--- config.mk ---
export PLATFORM = sky130hd
export DESIGN_NAME = carregador_programa
export DESIGN_NICKNAME = d
export VERILOG_FILES = /design/src/rtl/carregador_programa_pkg.sv /design/src/rtl/carregador_programa_montador.sv /design/src/rtl/carregador_programa.sv
export SDC_FILE = /design/constraint.sdc
export NUM_CORES = 1
export LEC_CHECK = 0
export ABC_CLOCK_PERIOD_IN_PS = 3900
export BUFFER_PORTS_ARGS = -buffer_cell sky130_fd_sc_hd__buf_2
export CORE_MARGIN = 1.5
export CORE_UTILIZATION = 25
export DETAILED_ROUTE_END_ITERATION = 10
export PLACE_DENSITY = 0.46
export SYNTH_ARGS = -nofsm -noshare
export SYNTH_HDL_FRONTEND = slang
export SYNTH_SLANG_ARGS = --single-unit
--- constraint.sdc ---
create_clock -name clk -period 3.9 [get_ports clk]
set_clock_uncertainty 0.05 [all_clocks]
set_input_delay 0.585 -clock clk [delete_from_list [all_inputs] [get_ports clk]]
set_output_delay 0.585 -clock clk [all_outputs]
set_load 0.1 [all_outputs]
--- src/rtl/carregador_programa_pkg.sv ---
// Shared definitions for the instruction-memory program loader:
// loader FSM states and default memory geometry.
package pkg_carregador;

  localparam int ADDR_W_DEF = 5;
  localparam int DEPTH_DEF  = 32;
  localparam int WORD_W_DEF = 32;

  typedef enum logic [1:0] {
    OCIOSO,
    RECEBE,
    ESCREVE,
    FIM
  } estado_t;

endpackage

--- src/rtl/carregador_programa_montador.sv ---
// Little-endian word assembler: byte k of each word lands in bits [8k+7:8k].
// word_cheia flags the transfer that completes the current word.
module montador_palavra (
  input  logic        clk,
  input  logic        rst_n,
  input  logic        clear,
  input  logic        shift_en,
  input  logic [7:0]  byte_in,
  output logic        word_cheia,
  output logic [31:0] palavra_prox
);

  logic [1:0]  cont;
  logic [31:0] buffer;

  // palavra_prox already contains the byte being accepted, so the writer
  // can register the finished word on the same edge as the 4th transfer.
  always_comb begin
    palavra_prox = buffer;
    palavra_prox[{cont, 3'b000} +: 8] = byte_in;
    word_cheia = shift_en && (cont == 2'd3);
  end

  always_ff @(posedge clk or negedge rst_n) begin
    if (!rst_n) begin
      cont   <= 2'd0;
      buffer <= 32'd0;
    end else if (clear) begin
      cont   <= 2'd0;
      buffer <= 32'd0;
    end else if (shift_en) begin
      cont   <= cont + 2'd1;
      buffer <= palavra_prox;
    end
  end

endmodule

--- src/rtl/carregador_programa.sv ---
// Program loader: takes a byte stream, writes little-endian words to the
// instruction memory from address 0, and holds the CPU until the load is done.
module carregador_programa
  import pkg_carregador::*;
#(
  parameter int ADDR_W = ADDR_W_DEF,
  parameter int DEPTH  = DEPTH_DEF,
  parameter int WORD_W = WORD_W_DEF
) (
  input  logic              clk,
  input  logic              rst_n,
  input  logic              start,
  input  logic [ADDR_W:0]   n_words,
  input  logic              byte_valid,
  input  logic [7:0]        byte_in,
  output logic              byte_ready,
  output logic              mem_we,
  output logic [ADDR_W-1:0] mem_endr,
  output logic [WORD_W-1:0] mem_din,
  output logic              cpu_hold,
  output logic              done,
  output logic              erro,
  output logic [WORD_W-1:0] checksum
);

  localparam logic [ADDR_W:0] DEPTH_N = DEPTH[ADDR_W:0];

  estado_t           estado;
  logic [ADDR_W-1:0] indice;
  logic [ADDR_W:0]   n_latched;
  logic              transfer;
  logic              start_ok;
  logic              pode_iniciar;
  logic              ultimo;
  logic              word_cheia;
  logic [31:0]       palavra_prox;

  assign byte_ready   = (estado == RECEBE);
  assign transfer     = byte_valid && byte_ready;
  assign pode_iniciar = (estado == OCIOSO) || (estado == FIM);
  assign start_ok     = start && (n_words != '0) && (n_words <= DEPTH_N);
  assign ultimo       = ({1'b0, indice} == (n_latched - 1'b1));

  montador_palavra u_montador (
    .clk          (clk),
    .rst_n        (rst_n),
    .clear        (pode_iniciar && start_ok),
    .shift_en     (transfer),
    .byte_in      (byte_in),
    .word_cheia   (word_cheia),
    .palavra_prox (palavra_prox)
  );

  always_ff @(posedge clk or negedge rst_n) begin
    if (!rst_n) begin
      estado    <= OCIOSO;
      cpu_hold  <= 1'b1;
      done      <= 1'b0;
      erro      <= 1'b0;
      mem_we    <= 1'b0;
      mem_endr  <= '0;
      mem_din   <= '0;
      checksum  <= '0;
      indice    <= '0;
      n_latched <= '0;
    end else begin
      case (estado)
        OCIOSO, FIM: begin
          mem_we <= 1'b0;
          if (start) begin
            if (start_ok) begin
              n_latched <= n_words;
              indice    <= '0;
              checksum  <= '0;
              done      <= 1'b0;
              erro      <= 1'b0;
              cpu_hold  <= 1'b1;
              estado    <= RECEBE;
            end else begin
              erro     <= 1'b1;
              done     <= 1'b0;
              cpu_hold <= 1'b1;
              estado   <= OCIOSO;
            end
          end
        end
        RECEBE: begin
          if (transfer && word_cheia) begin
            mem_we   <= 1'b1;
            mem_endr <= indice;
            mem_din  <= palavra_prox;
            estado   <= ESCREVE;
          end
        end
        ESCREVE: begin
          mem_we   <= 1'b0;
          checksum <= checksum + mem_din;
          if (ultimo) begin
            done     <= 1'b1;
            cpu_hold <= 1'b0;
            estado   <= FIM;
          end else begin
            indice <= indice + 1'b1;
            estado <= RECEBE;
          end
        end
        default: estado <= OCIOSO;
      endcase
    end
  end

endmodule

==> tab_implementation.tex <==
\begin{tabular}{lr}
\hline
Metric & Value \\
\hline
\multicolumn{2}{l}{\textbf{Routing}} \\
Antenna-violating nets left & 0 \\
Residual DRC & 0 \\
Total via count in the routed design & 5144 \\
First-pass detailed-route iteration total & 4 \\
Wire length reported by the detailed router & 18.20 mm \\
Number of DRC violations after detailed-routing iteration 0 & 321 \\
Vias per std cell & 4.676 \\
Wire length per cell & 16.55 um \\
\multicolumn{2}{l}{\textbf{Clock network}} \\
Longest Clk Path Bufs & 2 \\
\# resized after CTS & 0 \\
Clock tree from TritonCTS & done \\
Setup fix buffers added after clock tree synthesis & 0 \\
Clock Sinks & 112 \\
Maximum level of the CTS H-tree & 3 \\
CTS Buf Count & 9 \\
Cts-stage hold buffer count & 0 \\
Root Buffer & clkbuf\_16 \\
Clock-pin slew on the worst setup and hold paths & 80 ps \\
Clock insertion delay at the later pin of the skew report & 360 ps \\
\multicolumn{2}{l}{\textbf{Global route}} \\
Global-route wire length before repair & 29.17 mm \\
Via count of the first global-routing pass & 5044 \\
Maximum number of pins on one net before global-route repair & 74 \\
Initial antenna violation count & 1 \\
Total global routing overflow & 0 \\
Aggregate global-route resource usage & 14.30\% \\
\multicolumn{2}{l}{\textbf{Yosys}} \\
Most numerous cell in the Yosys netlist & dfrtp\_1 \\
Count of flip-flops with a built-in enable after synthesis & 0 \\
Total number of yosys warnings & 0 \\
Net count after synthesis & 747 \\
Unique cell type count in the Yosys netlist & 58 \\
Cell area after synthesis & 0.006369 sq mm \\
Proportion of synthesized chip area in sequential cells & 44.03\% \\
Leading post-synthesis cells by cell area & dfrtp\_1 44\%, ha\_1 7.9\%, nand2\_1 4.8\%, a21oi\_1 4.6\%, o21ai\_0 4.1\% \\
Flop and latch count out of synthesis & 112 \\
Synth area leader & dfrtp\_1 \\
Post-synthesis async set-or-reset flop share & 100.0\% \\
Commonest cells in the synthesized netlist & 111 x dfrtp\_1, 81 x nand2\_1, 59 x a21oi\_1 \\
Predominant post-synthesis flop cell & dfrtp\_1 \\
Fraction of post-synthesis cell area in the top cell type by area & 43.61\% \\
Number of standard cells after synthesis & 688 \\
Mean cell area of the mapped netlist & 9.257 sq um \\
\multicolumn{2}{l}{\textbf{Worst setup path}} \\
Timing startpoint of the critical path & mem\_din[11]\$\_DFFE\_PN0P\_ \\
Beginning of the worst register-to-register path & mem\_din[11]\$\_DFFE\_PN0P\_ \\
Crit path required time & 4100 ps \\
Sort of element at the start of the critical path & register \\
Critical path peak fanout & 6 \\
Setup crit end kind & register \\
Reg-to-Reg End & checksum[29]\$\_DFFE\_PN0P\_ \\
Worst reg2reg path depth & 11 \\
Critical path data arrival time & 3290 ps \\
WS Path Type & reg -> reg \\
Register-to-register path setup slack & 810 ps \\
\multicolumn{2}{l}{\textbf{Final layout}} \\
Share of final-layout standard cells stronger than drive strength 1 & 18.05\% \\
Final \#Nets & 824 \\
Final cell count without fillers & 1100 \\
Layout overhead on the synthesized area & 17.54\% \\
Number of inserted diodes & 0 \\
\multicolumn{2}{l}{\textbf{Die}} \\
Number of top-level pins & 92 \\
Die ar. & 0.02644 sq mm \\
Total core area & 0.02511 sq mm \\
Die Span X & 162.6 um \\
Starting density of the core & 25.36\% \\
Height of the die & 162.6 um \\
Num rows & 58 \\
\multicolumn{2}{l}{\textbf{Timing}} \\
Final setup vio count & 0 \\
Slew at the pin closest to its max-slew limit & 986.3 ps \\
Upper clock frequency limit & 0.3233 GHz \\
Period utilisation layout & 79.31\% \\
Least setup slack across all paths after layout & 806.9 ps \\
Final worst path period need & 3093 ps \\
Final hold violations & 0 \\
Unrepaired setup endpoints after global routing & no \\
Setup\_tns & 0 ps \\
Normalized max-slew margin & 34.24\% \\
Fin Hold WS & 330.2 ps \\
Max-slew violation total from the final report & 0 \\
\multicolumn{2}{l}{\textbf{Place}} \\
Worst setup slack before clock tree synthesis & 824.2 ps \\
Detailed placer's ending HPWL & 13.55 mm \\
Global placement routability congestion & 0.8733 \\
Number of input and output port buffers inserted & 91 \\
Post-Place Cells & 1084 \\
\multicolumn{2}{l}{\textbf{Pwr}} \\
Static leakage & 3.753 nW \\
Total power density per cell area & 560.1 mW/mm\^{}2 \\
IR Drop Worst-Case VDD & 249.4 uV \\
Post-layout power & 4.193 mW \\
\multicolumn{2}{l}{\textbf{Worst hold path}} \\
Class of the tightest hold or removal check & in -> async \\
\multicolumn{2}{l}{\textbf{Job}} \\
Maximum Capacitance Violations & 0 \\
\multicolumn{2}{l}{\textbf{Run status}} \\
Result of the run & completed \\
\hline
\end{tabular}
[cells by family (layout without fill, tap and decap cells)]
group	count (synthesis)	in the layout	share of synthesized area (%)
flops	112	112	44.03
buf+inv	60	142	3.595
fa+ha+maj	41	41	8.173
xor+xnor	37	37	5.088
compound gates	221	221	22.22
mux	11	11	1.925
simple gates	206	206	14.97
[area by class of cell]
cell class	count	area, sq um
clock buffers	10	229.0
well taps	330	412.9
flip-flops and latches	112	2804
clock inverters	6	60.06
inverters	22	82.58
multi-input cells	516	3342
repair buffers	104	555.5
fillers	2704	17620
[stage by stage]
| stage | util (%) | cell area, sq um |
|---|---|---|
| final | 29.81 | 7486 |
| after global routing | 29.81 | 7486 |
| after CTS | 29.81 | 7486 |
| after detailed placement | 28.66 | 7197 |
| after global placement | 28.66 | 7197 |
| after floorplan | - | 6369 |
[critical path: stages (launching register included)]
cell and delay, ps:
dfrtp_1 400, ha_1 370, a21o_1 210, o21a_1 180, a311o_1 320, a41oi_2 230, o21ai_1 210, a21boi_1 390
o211ai_1 130, a31oi_1 250, xor2_1 170, o21ai_1 70
[cells in the final DEF, fill, tap and decap left out, types with 22 or more instances in the layout]
master / netlist / routed
a22oi_1: 25 / 25
dfrtp_1: 111 / 111
o21ai_0: 52 / 52
nand2_1: 81 / 80
a21o_1: 22 / 22
buf_2: 0 / 90
inv_1: 22 / 22
nor2_1: 50 / 50
ha_1: 40 / 40
a21oi_1: 59 / 58
[worst max path at each step]
stage	end	slack (ps)	cells past startpoint
6_report	checksum[29]$_DFFE_PN0P_	810	11
5_1_grt	checksum[29]$_DFFE_PN0P_	500	11
4_1_cts	checksum[29]$_DFFE_PN0P_	810	11
3_5_place_dp	checksum[29]$_DFFE_PN0P_	820	11
3_3_place_gp	checksum[29]$_DFFE_PN0P_	890	11
2_1_floorplan	checksum[23]$_DFFE_PN0P_	540	11
[registers in the layout (all words and copies together), names as in the netlist]
signal,count
indice,5
mem_din,32
cpu_hold,1
mem_endr,5
erro,1
checksum,32
u_montador.buffer,24
mem_we,1
done,1
n_latched,6
estado,2
u_montador.cont,2
[routing by layer]
layer | track usage (%) | wire length [um] | vias up
li1 | - | - | 2599
met1 | 20.25 | 9053 | 2432
met2 | 22.42 | 8229 | 92
met3 | 2.037 | 596 | 19
met4 | 4.587 | 314 | 2
met5 | 0 | 7 | -
[where the power goes]
group / switching [mW] / internal, mW / leakage, nW
registers: 0.162 / 1.33 / 1.53
clock network: 0.456 / 0.497 / 0.138
logic: 1.32 / 0.422 / 2.09
total: 1.94 / 2.25 / 3.75
Note: power is estimated with default switching activity, not from simulation.
